==> src/rtl/multicycle_pkg.sv <==
// rtl/multicycle_pkg.sv - shared states, opcodes and select encodings for the multi-cycle MIPS controller
package multicycle_pkg;

  typedef enum logic [3:0] {
    FETCH, DECODE, MEM_ADDR, MEM_RD, MEM_WB, MEM_WR,
    R_EXEC, R_WB, I_EXEC, I_WB, BRANCH, JUMP
  } state_t;

  // ALU operation class handed to the decoder by the state machine
  typedef enum logic [2:0] {
    ALU_OP_NONE, ALU_OP_ADD, ALU_OP_SUB, ALU_OP_FUNCT, ALU_OP_IMM
  } alu_op_t;

  localparam logic [5:0] OP_RTYPE = 6'b000000;
  localparam logic [5:0] OP_LW    = 6'b100011;
  localparam logic [5:0] OP_SW    = 6'b101011;
  localparam logic [5:0] OP_BEQ   = 6'b000100;
  localparam logic [5:0] OP_ADDI  = 6'b001000;
  localparam logic [5:0] OP_ORI   = 6'b001101;
  localparam logic [5:0] OP_J     = 6'b000010;

  localparam logic [5:0] FN_ADD = 6'b100000;
  localparam logic [5:0] FN_SUB = 6'b100010;
  localparam logic [5:0] FN_AND = 6'b100100;
  localparam logic [5:0] FN_OR  = 6'b100101;
  localparam logic [5:0] FN_SLT = 6'b101010;

  localparam logic [2:0] ALU_AND = 3'b000;
  localparam logic [2:0] ALU_OR  = 3'b001;
  localparam logic [2:0] ALU_ADD = 3'b010;
  localparam logic [2:0] ALU_SUB = 3'b110;
  localparam logic [2:0] ALU_SLT = 3'b111;

  localparam logic [1:0] SRC_B_REG    = 2'd0;
  localparam logic [1:0] SRC_B_FOUR   = 2'd1;
  localparam logic [1:0] SRC_B_IMM    = 2'd2;
  localparam logic [1:0] SRC_B_IMM_SH = 2'd3;

  localparam logic [1:0] PC_SRC_ALU    = 2'd0;
  localparam logic [1:0] PC_SRC_ALUOUT = 2'd1;
  localparam logic [1:0] PC_SRC_JUMP   = 2'd2;

endpackage

==> src/rtl/multicycle_ctrl_alu_decoder.sv <==
// rtl/multicycle_ctrl_alu_decoder.sv - maps ALU op class, opcode and funct to alu_ctrl, extender mode and bad-funct flag
module alu_decoder
  import multicycle_pkg::*;
(
  input  alu_op_t    alu_op,
  input  logic [5:0] opcode,
  input  logic [5:0] funct,
  output logic [2:0] alu_ctrl,
  output logic       ext_op,
  output logic       illegal_funct
);

  always_comb begin
    alu_ctrl      = ALU_AND;
    ext_op        = 1'b0;
    illegal_funct = 1'b0;
    case (alu_op)
      ALU_OP_ADD: alu_ctrl = ALU_ADD;
      ALU_OP_SUB: alu_ctrl = ALU_SUB;
      ALU_OP_FUNCT: begin
        case (funct)
          FN_ADD:  alu_ctrl = ALU_ADD;
          FN_SUB:  alu_ctrl = ALU_SUB;
          FN_AND:  alu_ctrl = ALU_AND;
          FN_OR:   alu_ctrl = ALU_OR;
          FN_SLT:  alu_ctrl = ALU_SLT;
          default: illegal_funct = 1'b1;
        endcase
      end
      // ori zero-extends its immediate; addi sign-extends
      ALU_OP_IMM: begin
        if (opcode == OP_ORI) begin
          alu_ctrl = ALU_OR;
        end else begin
          alu_ctrl = ALU_ADD;
          ext_op   = 1'b1;
        end
      end
      default: alu_ctrl = ALU_AND;
    endcase
  end

endmodule

==> src/rtl/multicycle_ctrl.sv <==
// rtl/multicycle_ctrl.sv - multi-cycle MIPS control FSM with memory wait timeout
module multicycle_ctrl
  import multicycle_pkg::*;
#(
  parameter int MEM_TIMEOUT = 15,
  parameter int ALU_CTRL_W  = 3
) (
  input  logic                  clk,
  input  logic                  reset,
  input  logic [5:0]            opcode,
  input  logic [5:0]            funct,
  input  logic                  zero,
  input  logic                  mem_ready,
  output logic                  pc_write,
  output logic                  pc_write_cond,
  output logic                  i_or_d,
  output logic                  mem_read,
  output logic                  mem_write,
  output logic                  ir_write,
  output logic                  mem_to_reg,
  output logic                  reg_dst,
  output logic                  reg_write,
  output logic                  alu_src_a,
  output logic                  ext_op,
  output logic [1:0]            alu_src_b,
  output logic [1:0]            pc_source,
  output logic [ALU_CTRL_W-1:0] alu_ctrl,
  output logic                  illegal,
  output logic                  mem_err,
  output logic [3:0]            state_dbg
);

  state_t     state, state_next;
  logic [7:0] wait_cnt, wait_cnt_next;
  alu_op_t    alu_op;
  logic [2:0] dec_alu_ctrl;
  logic       dec_ext_op, dec_illegal_funct;
  logic       ext_fixed, illegal_raw, mem_state, timeout;
  logic       unused_zero;

  // zero only gates the PC write inside the datapath
  assign unused_zero = zero;

  alu_decoder u_alu_decoder (
    .alu_op        (alu_op),
    .opcode        (opcode),
    .funct         (funct),
    .alu_ctrl      (dec_alu_ctrl),
    .ext_op        (dec_ext_op),
    .illegal_funct (dec_illegal_funct)
  );

  assign mem_state = (state == FETCH) || (state == MEM_RD) || (state == MEM_WR);
  assign timeout   = mem_state && !mem_ready && (wait_cnt == 8'(MEM_TIMEOUT - 1));

  always_comb begin
    alu_op = ALU_OP_NONE;
    case (state)
      FETCH, DECODE, MEM_ADDR: alu_op = ALU_OP_ADD;
      R_EXEC:                  alu_op = ALU_OP_FUNCT;
      I_EXEC, I_WB:            alu_op = ALU_OP_IMM;
      BRANCH:                  alu_op = ALU_OP_SUB;
      default:                 alu_op = ALU_OP_NONE;
    endcase
  end

  always_comb begin
    state_next    = state;
    pc_write      = 1'b0;
    pc_write_cond = 1'b0;
    i_or_d        = 1'b0;
    mem_read      = 1'b0;
    mem_write     = 1'b0;
    ir_write      = 1'b0;
    mem_to_reg    = 1'b0;
    reg_dst       = 1'b0;
    reg_write     = 1'b0;
    alu_src_a     = 1'b0;
    alu_src_b     = SRC_B_REG;
    pc_source     = PC_SRC_ALU;
    ext_fixed     = 1'b0;
    illegal_raw   = 1'b0;
    case (state)
      FETCH: begin
        mem_read  = 1'b1;
        alu_src_b = SRC_B_FOUR;
        if (mem_ready) begin
          ir_write   = 1'b1;
          pc_write   = 1'b1;
          state_next = DECODE;
        end
      end
      DECODE: begin
        alu_src_b = SRC_B_IMM_SH;
        ext_fixed = 1'b1;
        case (opcode)
          OP_RTYPE:      state_next = R_EXEC;
          OP_LW, OP_SW:  state_next = MEM_ADDR;
          OP_BEQ:        state_next = BRANCH;
          OP_ADDI, OP_ORI: state_next = I_EXEC;
          OP_J:          state_next = JUMP;
          default: begin
            illegal_raw = 1'b1;
            state_next  = FETCH;
          end
        endcase
      end
      MEM_ADDR: begin
        alu_src_a  = 1'b1;
        alu_src_b  = SRC_B_IMM;
        ext_fixed  = 1'b1;
        state_next = (opcode == OP_LW) ? MEM_RD : MEM_WR;
      end
      MEM_RD: begin
        mem_read = 1'b1;
        i_or_d   = 1'b1;
        if (mem_ready) state_next = MEM_WB;
      end
      MEM_WB: begin
        reg_write  = 1'b1;
        mem_to_reg = 1'b1;
        state_next = FETCH;
      end
      MEM_WR: begin
        mem_write = 1'b1;
        i_or_d    = 1'b1;
        if (mem_ready) state_next = FETCH;
      end
      R_EXEC: begin
        alu_src_a = 1'b1;
        if (dec_illegal_funct) begin
          illegal_raw = 1'b1;
          state_next  = FETCH;
        end else begin
          state_next = R_WB;
        end
      end
      R_WB: begin
        reg_write  = 1'b1;
        reg_dst    = 1'b1;
        state_next = FETCH;
      end
      I_EXEC: begin
        alu_src_a  = 1'b1;
        alu_src_b  = SRC_B_IMM;
        state_next = I_WB;
      end
      I_WB: begin
        reg_write  = 1'b1;
        state_next = FETCH;
      end
      BRANCH: begin
        alu_src_a     = 1'b1;
        pc_write_cond = 1'b1;
        pc_source     = PC_SRC_ALUOUT;
        state_next    = FETCH;
      end
      JUMP: begin
        pc_write   = 1'b1;
        pc_source  = PC_SRC_JUMP;
        state_next = FETCH;
      end
      default: state_next = FETCH;
    endcase
    if (timeout) state_next = FETCH;
  end

  // counter clears on any state change and on a FETCH self-restart after timeout
  always_comb begin
    wait_cnt_next = wait_cnt;
    if (state_next != state || timeout) wait_cnt_next = 8'd0;
    else if (mem_state && !mem_ready) wait_cnt_next = wait_cnt + 8'd1;
  end

  always_ff @(posedge clk) begin
    if (reset) begin
      state    <= FETCH;
      wait_cnt <= 8'd0;
    end else begin
      state    <= state_next;
      wait_cnt <= wait_cnt_next;
    end
  end

  assign ext_op    = ext_fixed | dec_ext_op;
  assign alu_ctrl  = ALU_CTRL_W'(dec_alu_ctrl);
  assign illegal   = illegal_raw & ~reset;
  assign mem_err   = timeout & ~reset;
  assign state_dbg = state;

endmodule
==> config.mk <==
export PLATFORM = sky130hd
export DESIGN_NAME = multicycle_ctrl
export DESIGN_NICKNAME = d
export VERILOG_FILES = /design/src/rtl/multicycle_pkg.sv /design/src/rtl/multicycle_ctrl_alu_decoder.sv /design/src/rtl/multicycle_ctrl.sv
export SDC_FILE = /design/constraint.sdc
export NUM_CORES = 1
export LEC_CHECK = 0
export CAP_MARGIN = 15
export CORE_ASPECT_RATIO = 1.75
export CORE_MARGIN = 1
export CORE_UTILIZATION = 40
export CTS_CLUSTER_SIZE = 28
export DETAILED_ROUTE_END_ITERATION = 6
export PLACE_DENSITY = 0.7
export SETUP_SLACK_MARGIN = 0.1
export SYNTH_ARGS = -nofsm -noshare
export SYNTH_HDL_FRONTEND = slang
export SYNTH_HIERARCHICAL = 1
export SYNTH_SLANG_ARGS = --single-unit
==> constraint.sdc <==
create_clock -name clk -period 8.6 [get_ports clk]
set_clock_uncertainty 0.2 [all_clocks]
set_input_delay 1.72 -clock clk [delete_from_list [all_inputs] [get_ports clk]]
set_output_delay 1.72 -clock clk [all_outputs]
set_load 0.02 [all_outputs]
==> impl_metrics.ini <==
[clock_tree]
cts_setup_buffers = 0
h-tree-depth = 1
cts_buffer_depth = 2
cts_tree = done
clock_latency_ps = 240
cts_resized = 0
clkSinkCount = 12
cts-root-buf = clkbuf_8
cts_hold_buf = 0
path_clk_slew_ps = 50
cts_made_buffers = 3

[setup_path]
crit_path_end_kind = output port
startpoint_type = primary input
cpPeakStageDelay_ps = 600
cp_top_family = buffers and inverters
worstPathCellList = clkdlybuf4s50_1 > or4b_4 > a21oi_1 > nor3_1 > a22oi_1 > nor2_1 > clkdlybuf4s50_1
rr_endpoint = wait_cnt[5]
cpMostUsedCell = clkdlybuf4s50_1
path_max_fanout = 9
worstSetupPathType = primary input to output port
worst_ep_required_time_ps = 6680
cp.arrival_ps = 3890
r2r_cells = 10
r2r_slack_ps = 5150
reg2reg_from = state_dbg[2]
worst-path-buf-inv = 2
crit_slowest_cell = or4b_4

[die]
die-area_mm2 = 0.00355
die_w_um = 45.4
coreArea_mm2 = 0.00314
row_count = 27
die_h_um = 78.0
start_util = 0.421
ioPinCount = 40

[synth]
synth.most_common_cell = nor2_1
synth.avg_cell_area_um2 = 7.30
ys_ff_latch = 12
netlist_area_mm2 = 0.00132
synth-warning-count = 6
netlist_instances = 181
synth_area_leaders = dfxtp_1, nor2_1, nor3_1
async_flop_share = 0
synth_flop_cell = dfxtp_1
synth_nets = 199
synth_cell_types = 54
synth_top_area_share = 0.182
synth_common_cells = nor2_1, nor3_1, a21oi_1, dfxtp_1, nand2b_1
yosysTopAreaCell = dfxtp_1
yosysSeqAreaShare = 0.182
synth_edf_count = 0

[global_route]
grt_usage = 0.206
grt_remaining_overflow = 0
grt_pass1_wl_um = 5800
grt_max_degree = 27
antenna_found_initial = 0
grt_pass1_vias = 1365

[timing]
hold_viol_final = 0
fin_crit_ps = 5810
setup_tns_ps = 0
slew_violations = 0
setup_violations = 0
rsz0062_at_grt = no
fin_ws_ps = 2790
max-slew-margin-rel = 0.445
min_period_over_period = 0.675
tightestPinTransition_ps = 832
max_freq_ghz = 0.172

[layout]
drive_gt1_frac = 0.0758
diodes = 0
fin_area_mm2 = 0.00174
nets = 231
area_growth_pct = 31.3
fin_cells = 254
finish.utilization = 0.552

[route]
vias = 1430
avgViaCountPerCell = 5.63
firstDrtPassIters = 4
drt_wl_total_um = 3480
antenna_left = 0
drt_iter0_drc = 27
post_drt_wl_per_cell_um = 13.7
drc = 0

[placed_design]
hpwl_um = 2660
post-place-ws_ps = 2800
dp.cells = 251
dpl_cell_area_mm2 = 0.00169
gp_congestion = 0.822
numPortBuffers = 38

[hold_path]
hp-start = wait_cnt[3]
hold_depth = 2
hp-class = flop to flop
hold_path_end = wait_cnt[3]

[pwr]
leakage_uw = 0.000598
p_per_area_mw_per_mm2 = 90.8
irDropWorstVdd_v = 0.000102

[run]
cap_violations = 0

[outcome]
status = finished clean
==> state kept, by name (all words and copies together) (netlist names) <==
register and flops:
wait_cnt 8, state_dbg 4
==> cell type report <==
cell class | instances | area (um^2)
Multi-Input combinational cell | 156 | 1010
Inverter | 2 | 7.51
Clock buffer | 3 | 41.3
Fill cell | 336 | 1410
Tap cell | 43 | 53.8
Sequential cell | 12 | 240
Timing Repair Buffer | 38 | 380
==> layer usage <==
metal  share of wire  routed length, um  vias up  track usage
met4           0.018                 62        0       0.0667
met1            0.38               1340      684        0.212
li1                -                  -      720            -
met3           0.022                 75        5       0.0161
met2            0.58               2000       21        0.401
met5               0                  0        -            0
==> logic make-up (layout without fill, tap and decap cells) <==
| kind of cell | Yosys count | count (layout) | synth area share |
|---|---|---|---|
| compound gates | 37 | 37 | 0.205 |
| xor+xnor | 12 | 12 | 0.0852 |
| fa+ha+maj | 2 | 2 | 0.0189 |
| buf+inv | 13 | 43 | 0.0521 |
| flops | 12 | 12 | 0.182 |
| simple gates | 105 | 105 | 0.456 |
==> report_power, final <==
part	switching, uW	internal, uW
sequential	3.69	56.8
combinational	23.4	21.6
clock	21.3	30.9
==> how the worst max path moves through the flow <==
stage,startpoint,depth (start not counted),to
2_1_floorplan,mem_ready,3,mem_err
3_5_place_dp,opcode[0],7,illegal
3_3_place_gp,opcode[0],7,illegal
5_1_grt,opcode[0],8,illegal
6_report,opcode[3],7,illegal
4_1_cts,opcode[3],7,illegal
==> metrics by stage <==
stage	hold WS, ps	power (uW)
finish	343	158
global route	362	165
CTS	346	159
detailed placement	339	106
global placement	330	105
floorplan	314	87.5
==> cells in the final DEF (no fill, tap or decap), types with 3 or more instances in the layout <==
cell / count
o21ai_0: 3
nand3_1: 5
nor2_1: 25
nand2_1: 8
clkdlybuf4s50_1: 38
nand3b_1: 3
nand2b_1: 9
xnor2_1: 7
clkbuf_8: 3
xor2_1: 4
nor4_1: 4
a21oi_1: 13
or3_1: 3
nor3_1: 18
dfxtp_1: 12
nor2b_1: 4
and2_1: 4
nor3b_1: 4
==> worst reg2reg max path, delay by kind of cell (launching register included) <==
| kind | cells | cell delay, ps |
|---|---|---|
| AO/OA/AOI/OAI | 3 | 740 |
| flip-flops | 1 | 820 |
| AND/OR/NAND/NOR | 7 | 1560 |
(Power assumes the default switching activity.)
